$ cat config.mk
export PLATFORM = sky130hd
export DESIGN_NAME = cube_flat
export DESIGN_NICKNAME = d
export VERILOG_FILES = /design/src/rtl/cube_if.sv /design/src/rtl/cube.sv /design/src/flat_wrapper.sv
export SDC_FILE = /design/constraint.sdc
export NUM_CORES = 1
export LEC_CHECK = 0
export ABC_AREA = 1
export BUFFER_PORTS_ARGS = -buffer_cell sky130_fd_sc_hd__buf_4
export CAP_MARGIN = 20
export CORE_MARGIN = 3
export CORE_UTILIZATION = 28
export DETAILED_ROUTE_END_ITERATION = 16
export SLEW_MARGIN = 5
export SYNTH_ARGS = -nofsm -noshare
export SYNTH_HDL_FRONTEND = slang
export SYNTH_SLANG_ARGS = --single-unit
$ cat constraint.sdc
create_clock -name clk_i -period 2.7 [get_ports clk_i]
set_input_delay 0.54 -clock clk_i [delete_from_list [all_inputs] [get_ports clk_i]]
set_output_delay 0.54 -clock clk_i [all_outputs]
set_load 0.05 [all_outputs]
$ cat src/rtl/cube_if.sv
// Operand/result bus of the cube unit: start request with operand in,
// busy flag and cubed result out.
interface cube_if #(
  parameter int unsigned N = 8
);
  logic [N-1:0]   x_bi;
  logic           start_i;
  logic           busy_o;
  logic [3*N-1:0] y_bo;

  modport master (output x_bi, output start_i, input busy_o, input y_bo);
  modport slave  (input x_bi, input start_i, output busy_o, output y_bo);
endinterface

$ cat src/rtl/cube.sv
// Sequential unsigned cube y = x^3 using two back-to-back shift-add multiplies,
// one multiplier bit per clock, N clocks each (2N clocks busy per operation).
module cube #(
  parameter int unsigned N = 8
) (
  input  logic  clk_i,
  input  logic  rst_i,
  cube_if.slave bus
);
  localparam int unsigned CW = (N > 1) ? $clog2(N) : 1;

  typedef enum logic [1:0] {
    IDLE = 2'd0,
    MUL1 = 2'd1,
    MUL2 = 2'd2
  } state_t;

  state_t         state_q, state_d;
  logic [N-1:0]   x_q, x_d;
  logic [N-1:0]   mplier_q, mplier_d;
  logic [3*N-1:0] mcand_q, mcand_d;
  logic [3*N-1:0] acc_q, acc_d;
  logic [3*N-1:0] y_q, y_d;
  logic [CW-1:0]  cnt_q, cnt_d;
  logic           busy_q, busy_d;
  logic [3*N-1:0] sum;
  logic           last;

  always_ff @(posedge clk_i or negedge rst_i) begin
    if (!rst_i) begin
      state_q  <= IDLE;
      x_q      <= '0;
      mplier_q <= '0;
      mcand_q  <= '0;
      acc_q    <= '0;
      y_q      <= '0;
      cnt_q    <= '0;
      busy_q   <= 1'b0;
    end else begin
      state_q  <= state_d;
      x_q      <= x_d;
      mplier_q <= mplier_d;
      mcand_q  <= mcand_d;
      acc_q    <= acc_d;
      y_q      <= y_d;
      cnt_q    <= cnt_d;
      busy_q   <= busy_d;
    end
  end

  always_comb begin
    state_d  = state_q;
    x_d      = x_q;
    mplier_d = mplier_q;
    mcand_d  = mcand_q;
    acc_d    = acc_q;
    y_d      = y_q;
    cnt_d    = cnt_q;
    busy_d   = busy_q;
    // One partial-product step: add the shifted multiplicand when the current
    // multiplier LSB is set; the multiplier shifts right instead of indexing by cnt.
    sum  = acc_q + (mplier_q[0] ? mcand_q : '0);
    last = (cnt_q == CW'(N - 1));

    case (state_q)
      IDLE: begin
        if (bus.start_i) begin
          x_d      = bus.x_bi;
          mplier_d = bus.x_bi;
          mcand_d  = {{(2 * N){1'b0}}, bus.x_bi};
          acc_d    = '0;
          cnt_d    = '0;
          busy_d   = 1'b1;
          state_d  = MUL1;
        end
      end
      MUL1: begin
        acc_d    = sum;
        mcand_d  = mcand_q << 1;
        mplier_d = mplier_q >> 1;
        cnt_d    = cnt_q + CW'(1);
        if (last) begin
          // x^2 fits in 2N bits and becomes the multiplicand for the second pass
          mcand_d  = {{N{1'b0}}, sum[2*N-1:0]};
          mplier_d = x_q;
          acc_d    = '0;
          cnt_d    = '0;
          state_d  = MUL2;
        end
      end
      MUL2: begin
        acc_d    = sum;
        mcand_d  = mcand_q << 1;
        mplier_d = mplier_q >> 1;
        cnt_d    = cnt_q + CW'(1);
        if (last) begin
          y_d     = sum;
          busy_d  = 1'b0;
          cnt_d   = '0;
          state_d = IDLE;
        end
      end
      default: begin
        state_d = IDLE;
        busy_d  = 1'b0;
      end
    endcase
  end

  assign bus.busy_o = busy_q;
  assign bus.y_bo   = y_q;
endmodule

$ cat src/flat_wrapper.sv
// flat-port wrapper written by rule: the top's interface ports become plain ports
module cube_flat 
#(
  parameter int unsigned N = 8
)
  (clk_i, rst_i, bus_x_bi, bus_start_i, bus_busy_o, bus_y_bo);
  cube_if #(.N(N)) bus_i ();
  input  logic clk_i;
  input  logic rst_i;
  input wire logic [$bits(bus_i.x_bi)-1:0] bus_x_bi;
  input wire logic [$bits(bus_i.start_i)-1:0] bus_start_i;
  output wire logic [$bits(bus_i.busy_o)-1:0] bus_busy_o;
  output wire logic [$bits(bus_i.y_bo)-1:0] bus_y_bo;
  assign bus_i.x_bi = bus_x_bi;
  assign bus_i.start_i = bus_start_i;
  assign bus_busy_o = bus_i.busy_o;
  assign bus_y_bo = bus_i.y_bo;
  cube #(.N(N)) u_core (.clk_i(clk_i), .rst_i(rst_i), .bus(bus_i));
endmodule
# Word-level counts from Yosys, hierarchy flattened
# Cells that the tools add are included.
dict set report op_classes {
  addsub 2
  eq_ne 6
  muxes 20
  bitwise 1
  reduce_logical 10
}
# cell count
set op_table {}
lappend op_table {{$pmux 24 s3} 2}
lappend op_table {{$mux 24} 5}
lappend op_table {{$add 24x24->24} 1}
lappend op_table {{$pmux 8 s3} 1}
lappend op_table {{$mux 8} 2}
lappend op_table {{$reduce_and 2->1} 4}
lappend op_table {{$mux 2} 3}
lappend op_table {{$mux 3} 2}
lappend op_table {{$pmux 2 s3} 1}
lappend op_table {{$pmux 3 s2} 1}
lappend op_table {{$reduce_and 3->1} 2}
lappend op_table {{$ne 2x1->1 const B} 2}
lappend op_table {{$add 3x1->3 const B} 1}
lappend op_table {{$eq 3x3->1 const B} 1}
lappend op_table {{$pmux 1 s3} 1}
lappend op_table {{$reduce_bool 3->1} 1}
lappend op_table {{$eq 2x1->1 const B} 1}
lappend op_table {{$eq 2x2->1 const B} 1}
lappend op_table {{$logic_not 2->1} 1}
lappend op_table {{$mux 1} 2}
lappend op_table {{$ne 2x2->1 const B} 1}
lappend op_table {{$reduce_bool 2->1} 1}
lappend op_table {{$reduce_or 2->1} 1}
lappend op_table {{$not 1->1} 1}
dict set report totals {
  reg_bits 94
  inputBits 11
  out_inout_bits 25
  word_cells 47
}

# Logic depth before layout (Yosys ltp)
# Gate-level depths: netlist of the first run.
dict set report logic_depth {
  depth_word 4
  ltp_mapped 17
  ltp_nobuf 15
}

# Worst setup path after synthesis of the first run
# OpenSTA, ideal clock, no wires.
dict set report synth_path {
  path_kind {reg2reg}
  start {reg u_core.mplier_q[0]}
  end {reg u_core.mcand_q[12]}
  t_arrival_ns 2.259
  path_slack_ns 0.317
  path_stages_with_launch 18
  cell_sequence {dfrtp_1 clkbuf_1 clkbuf_1 nand2_1 inv_1 ha_1 inv_1 fa_1 inv_1 nand3_1 nand3_1 nand2_1 nand2_1 nand2_1 nand2_1 nand2_1 nand3_1 nand3_1}
}
dict set report synth_between {
  elab_chain_cells 4
}
# item line_no
set synth_rtl {}
lappend synth_rtl {{from (decl)} cube.sv:20} ;# logic [N-1:0] mplier_q, mplier_d;
lappend synth_rtl {{from (signal assigned)} cube.sv:42} ;# mplier_q <= mplier_d;
lappend synth_rtl {{$mux 24} cube.sv:62} ;# sum = acc_q + (mplier_q[0] ? mcand_q : '0);
lappend synth_rtl {{$add 24x24->24} cube.sv:62}
lappend synth_rtl {{$mux 24} cube.sv:82} ;# if (last) begin
lappend synth_rtl {{$pmux 24 s3} cube.sv:65} ;# case (state_q)
lappend synth_rtl {{to (signal assigned)} cube.sv:43} ;# mcand_q <= mcand_d;
lappend synth_rtl {{to (decl)} cube.sv:21} ;# logic [3*N-1:0] mcand_q, mcand_d;
# No other way between the ends.
# A chain may end at the register's enable or synchronous reset.

# Worst setup path after layout of the first run
dict set report layout_path {
  start {reg u_core.mcand_q[0]}
  end {reg u_core.mcand_q[12]}
}
dict set report layout_between {
  elab_chain_cells 4
}
# item line_no
set layout_rtl {}
lappend layout_rtl {{$mux 24} cube.sv:62}
lappend layout_rtl {{$add 24x24->24} cube.sv:62}
lappend layout_rtl {{$mux 24} cube.sv:82}
lappend layout_rtl {{$pmux 24 s3} cube.sv:65}
# No other way between the ends.

==> results of run 1 <==
worst paths after layout:
check,start,end,slack [ns]
max,u_core.mcand_q[0],u_core.mcand_q[12],0.44
min,rst_i,u_core.bus.y_bo[11],0.17
max reg2reg,u_core.mcand_q[0],u_core.mcand_q[12],0.44
min reg2reg,u_core.bus.y_bo[13],u_core.bus.y_bo[13],0.48
max in group asynchronous,rst_i,u_core.mcand_q[2],1.84
min in group clk_i,bus_x_bi[0],u_core.x_q[0],0.44
stage by stage:
step | setup slack [ns] | cell area, um2 | cells
floorplan | 0.317 | 5850 | 831
global placement | 0.519 | 6440 | 1128
detailed placement | 0.456 | 6440 | 1128
CTS | 0.432 | 6770 | 1144
global route | 0.199 | 6770 | 1144
finish | 0.443 | 6770 | 1144
where the power goes:
| group | leakage [uW] | switching (uW) | total (uW) | internal (uW) |
|---|---|---|---|---|
| sequential | 0.00125 | 193 | 1900 | 1710 |
| combinational | 0.00242 | 1470 | 2200 | 729 |
| clock | 0.000159 | 572 | 1410 | 842 |
worst max-delay path: cells and delay by family (launching register included):
kind                       cells  cell delay [ns]
and+or+nand+nor               10             0.89
DFF                            1             0.37
buffers and inverters          3             0.26
adders and majority gates      2             0.61
registers in the layout, indices dropped and copies added (netlist names):
signal             count
u_core.x_q             8
u_core.cnt_q           3
u_core.mcand_q        24
u_core.mplier_q        8
u_core.bus.busy_o      1
u_core.bus.y_bo       24
u_core.acc_q          24
u_core.state_q         2
layout by cell type (no fill, tap or decap), types with 4 or more instances in the layout:
cell type  instances
nand4_1            5
xor2_1             4
buf_4             46
o21ai_1            7
o22ai_1           14
nor2_1            34
ha_1              28
nand2_1          307
a21oi_1           27
nand3_1           68
nand2_2            7
clkbuf_16          9
nand3b_1           7
o21ai_0           32
inv_1            137
a31oi_1            5
dfrtp_1           94
inv_2              6
nor2_2             4
synthesized netlist by cell type (2+ instances only):
cell type	instances	area (um2)
clkbuf_1	9	33.8
nand2_2	7	43.8
ha_1	28	350
buf_2	5	25.0
xnor2_1	2	17.5
nand2_1	307	1150
nor3_1	3	15.0
nor2_4	2	22.5
nor2_8	2	40.0
or2_1	2	12.5
a22o_1	2	17.5
a31oi_1	5	31.3
nor2_2	4	25.0
or2_2	3	18.8
nand4_1	5	31.3
inv_1	137	514
xor2_1	4	35.0
o22ai_1	14	87.6
nand3b_1	7	52.6
o21ai_0	32	160
nand3_1	68	340
buf_6	4	45.0
inv_2	6	22.5
nor2_1	34	128
a21oi_1	27	135
o21ai_1	7	35.0
dfrtp_1	94	2350
cell type report:
type,count,area (um2)
Tap cell,270,338
Fill cell,2251,13600
Clock buffer,10,239
Inverter,143,537
Multi-Input combinational cell,574,2850
Timing Repair Buffer,47,365
Sequential cell,94,2350
Clock inverter,6,90.1
per-layer routing:
metal / vias to the layer above / wire length, um
li1: 2670 / -
met1: 2403 / 7050
met2: 79 / 6850
met3: 19 / 569
met4: 0 / 242
met5: - / 0
cells by family after synthesis:
group	Yosys count	share of synthesized area, %
simple gates	446	32.5
buf+inv	163	11.1
flops	94	40.2
compound gates	92	8.70
fa+ha+maj	29	6.33
xor+xnor	6	0.898
mux	1	0.192
==> summary.md, run 1 <==
| Metric | Value |
|---|---|
| Synth async-reset ratio | `100%` |
| I/O pin cnt | `36` |
| Die X | `151 um` |
| Synth Register Bits | `94` |
| Final Hold Vio Count | `0` |
| Met3 GRT Util | `2.74%` |
| Layout area overhead | `15.7%` |
| Fmax | `443 MHz` |
| Total CTS buffers | `9` |
| GRT Resource Usage Total | `13.8%` |
| First-pass iteration count of the detailed router | `4` |
| Worst stage delay on the critical path | `0.41 ns` |
| Yosys cell types | `38` |
| Sequence of cells on the critical path | `nand2_1, inv_1, ha_1, inv_1, fa_1, inv_1, nand3_1, nand3_1, nand2_1, nand2_1, nand2_1, nand2_1, nand2_1, nand3_1, nand3_1` |
| H-tree Lvls | `3` |
| Setup violators final | `0` |
| Antenna diode count | `0` |
| Clock Skews | `0.0107 ns` |
| CP Capture Type | `flop` |
| Drt via density | `4.52` |
| Grt met2 use | `22.6%` |
| Required @ worst endpoint | `2.94 ns` |
| Die area | `22700 um2` |
| Hold buffer count at cts | `0` |
| Sequential area share after synthesis | `40.2%` |
| Clock Tree Buf Depth | `2` |
| Critical path startpoint category | `flop` |
| Global-route wire length before repair | `25.1 mm` |
| Status | `completed` |
| Worst Path Arrival | `2.49 ns` |
| Met1 usage | `18.6%` |
| Ys flop type | `dfrtp_1` |
| Initial antenna violation count | `0` |
| Yosys warnings | `0` |
| Vias in the first global route | `5091` |
| Avg WL per Cell | `12.9 um` |
| Total grt overflow | `0` |
| Largest fanout on the critical path | `4` |
| Max Slew Vio Count | `0` |
| IO Port Bufs | `35` |
| FP Rows | `52` |
| WS Path Type | `flop to flop` |
| Root buf cell | `clkbuf_16` |
| Largest net degree at the start of global routing | `54` |
| CTS tree | `yes` |
| Share of layout cells above drive strength 1 | `10.5%` |
| Clk sink count | `94` |
| Mapped Area | `5850 um2` |
| Worst R2R Path Depth | `15` |
| Post-CTS setup repair buffer count | `0` |
| Power, Total | `5510 uW` |
| Avg Cell Area, Syn | `7.04 um2` |
| Most frequent CP cell | `nand2_1` |
| Max-cap viol count | `0` |
| Routed Antenna Nets | `0` |
| Core area | `20400 um2` |
| DR iter-0 viols | `277` |
| Slew margin rel. | `52.9%` |
| Final wirelength | `14.7 mm` |
| Finished Core Util | `33.2%` |
| Number of synthesized flops with an enable pin | `0` |
| Final period utilization | `83.6%` |
| DRC | `0` |
| Fin Hold WS | `0.173 ns` |
| Height of the die | `151 um` |
| # resized after CTS | `0` |
| Dpl hpwl | `11.2 mm` |
| Leakage | `0.00383 uW` |
| Synthesized instance count | `831` |
| Placer congestion estimate | `0.901` |
| Worst VDD drop | `593 uV` |
| Clock latency on the worst-skew pair | `0.35 ns` |
| Starting density of the core | `28.7%` |
| Mapped Nets | `871` |
| Post-layout min period | `2.26 ns` |
| Vias | `5171` |
| RSZ-0062 raised after global routing | `false` |
| Cell area power density | `814 nW/um2` |
| Hold crit path type | `input port to async pin` |
| Setup TNS | `0 ns` |
| GRT busiest layer | `met2` |
| Slowest-stage cell, CP | `fa_1` |
| Worst-path clk slew | `0.07 ns` |
| Final #Nets | `909` |
| Worst-margin pin slew | `0.705 ns` |
Power figures use the tool's default switching activity.
==> run 2, diff against run 1 <==
Clock period 2.7 ns to 1.8 ns, I/O delays scaled along.
==> summary.md, run 2 (synthesis results as in run 1) <==
| Metric | Value |
|---|---|
| Clk pwr share | `17.9%` |
| Share of layout cells above drive strength 1 | `41.3%` |
| Leakage | `0.00459 uW` |
| Final period utilization | `117%` |
| Placer congestion estimate | `0.856` |
| Largest net degree at the start of global routing | `95` |
| DRC | `0` |
| I/O pin cnt | `36` |
| Sequence of cells on the critical path | `buf_6, nand2_2, inv_2, ha_4, nand2_1, nor2_4, nand2_4, nand3_4, nand2_1, nand3_1, nand2_1, nand3_1, nand2_1` |
| Worst stage delay on the critical path | `0.50 ns` |
| Total CTS buffers | `9` |
| Setup crit start | `u_core.mplier_q[0]` |
| FP Rows | `52` |
| Worst Path Arrival | `2.36 ns` |
| Final WS setup | `-0.299 ns` |
| Vias in the first global route | `5241` |
| Fmax | `476 MHz` |
| DR iter-0 viols | `330` |
| Largest fanout on the critical path | `6` |
| Hold crit path type | `input port to async pin` |
| Switching portion of total power | `42.8%` |
| Highest routed layer | `met4` |
| Reg-to-reg startpoint | `u_core.mplier_q[0]` |
| Global-route wire length before repair | `26.5 mm` |
| Final Hold Vio Count | `0` |
| Fillers | `1991` |
| Worst VDD drop | `725 uV` |
| Place WS | `-0.253 ns` |
| Setup violators final | `58` |
| Final #Nets | `981` |
| Antenna diode count | `0` |
| Final wirelength | `17.3 mm` |
| Max-cap viol count | `0` |
| Core area | `20400 um2` |
| Root buf cell | `clkbuf_16` |
| IO Port Bufs | `35` |
| Failing checks | `setup timing` |
| Routed Antenna Nets | `0` |
| Most frequent cells in the layout | `209 x nand2_1, 104 x buf_4, 100 x inv_1` |
| Most common cell after layout, fill and taps aside | `nand2_1` |
| WS Path Type | `flop to flop` |
| Reg power frac | `27.4%` |
| Clock latency on the worst-skew pair | `0.37 ns` |
| CP Capture Type | `flop` |
| Drt via density | `4.60` |
| Int Pwr | `6100 uW` |
| Dpl hpwl | `11.9 mm` |
| GRT Resource Usage Total | `14.8%` |
| Status | `finished with violations` |
| Required @ worst endpoint | `2.06 ns` |
| Cell area power density | `1230 nW/um2` |
| Layout area overhead | `47.7%` |
| Max Slew Vio Count | `0` |
| Worst R2R Setup Slack | `-0.30 ns` |
| Die area | `22700 um2` |
| H-tree Lvls | `3` |
| Comb power frac | `54.7%` |
| Met2 WL | `8.48 mm` |
| Starting density of the core | `28.7%` |
| M1 WL | `7.72 mm` |
| Most frequent CP cell | `nand2_1` |
| Worst-margin pin slew | `0.824 ns` |
| Clock Tree Buf Depth | `2` |
| Clock Skews | `0.0129 ns` |
| Routed wl met3 | `637 um` |
| CTS tree | `yes` |
| Clk sink count | `94` |
| Slowest-stage cell, CP | `dfrtp_2` |
| Worst-path clk slew | `0.08 ns` |
| CP delay by family, top | `simple AND/OR/NAND/NOR gates` |
| Die X | `151 um` |
| Fin area | `8640 um2` |
| Initial antenna violation count | `0` |
| First-pass iteration count of the detailed router | `5` |
| Total grt overflow | `0` |
| Net Sw Power | `4570 uW` |
| Dpl cell area | `7230 um2` |
| RSZ-0062 raised after global routing | `true` |
| Vias | `5598` |
| Slew margin rel. | `45.0%` |
| Critical path startpoint category | `flop` |
| Avg WL per Cell | `14.3 um` |
| Height of the die | `151 um` |
| Post-layout min period | `2.10 ns` |
| WP buf/inv | `2` |
==> run 2: cell type report <==
| type | count | area, um2 | area share (%) |
|---|---|---|---|
| Inverter | 143 | 542 | 6.27 |
| Sequential cell | 94 | 2350 | 27.2 |
| Clock buffer | 9 | 225 | 2.61 |
| Timing Repair Buffer | 119 | 1020 | 11.8 |
| Multi-Input combinational cell | 574 | 4100 | 47.4 |
| Tap cell | 270 | 338 | 3.91 |
| Clock inverter | 7 | 67.6 | 0.782 |
==> run 2: path summary, 6_finish.rpt <==
path / depth (start not counted) / end
setup / recovery: 13 / u_core.bus.y_bo[22]
hold / removal: 2 / u_core.x_q[1]
setup reg to reg: 13 / u_core.bus.y_bo[22]
hold reg to reg: 2 / u_core.bus.y_bo[12]
max in group asynchronous: 2 / u_core.mplier_q[0]
min in group clk_i: 2 / u_core.x_q[0]
==> run 2: routing by layer <==
| layer | track usage [%] | up-vias |
|---|---|---|
| li1 | - | 2817 |
| met1 | 19.8 | 2644 |
| met2 | 24.1 | 100 |
| met3 | 3.28 | 37 |
| met4 | 4.48 | 0 |
| met5 | 0 | - |
==> run 2: power groups by stage <==
stage | Clock (uW) | Combinational, uW | Sequential (uW)
3_3_place_gp | 0 | 4300 | 2890
4_1_cts | 1980 | 4660 | 2890
6_report | 1910 | 5830 | 2930
2_1_floorplan | 0 | 2920 | 2890
5_1_grt | 2070 | 6300 | 2980
3_5_place_dp | 0 | 4360 | 2900
==> run 2: metrics by stage <==
stage	util, %	power, uW	setup TNS, ns	instances	hold WS [ns]
6_report	42.4	10700	-12.81	1216	0.0564
3_5_place_dp	35.5	7270	-10.30	1182	0.466
2_1_floorplan	-	5810	-2.93	831	0.0644
4_1_cts	38.2	9530	-9.59	1206	0.0788
3_3_place_gp	35.5	7190	-8.65	1182	0.461
5_1_grt	42.4	11400	-18.47	1216	0.0931
==> run 2: worst reg2reg max path, delay by kind of cell (launching register included) <==
family / cells / cell delay, ns
fa+ha+maj: 1 / 0.34
flops: 1 / 0.50
simple gates: 10 / 0.94
buf+inv: 2 / 0.23
==> run 2: repair_timing <==
| action | 4_1_cts | 5_1_grt |
|---|---|---|
| setup endpoints to repair | 55 | 67 |
| pin swaps | 10 | 73 |
| gates resized for setup | 49 | 217 |
| cloned | 1 | 1 |
| hold buffers | 0 | 0 |
| setup buffers | 7 | 9 |
| endpoints found under the hold margin | 0 | 0 |
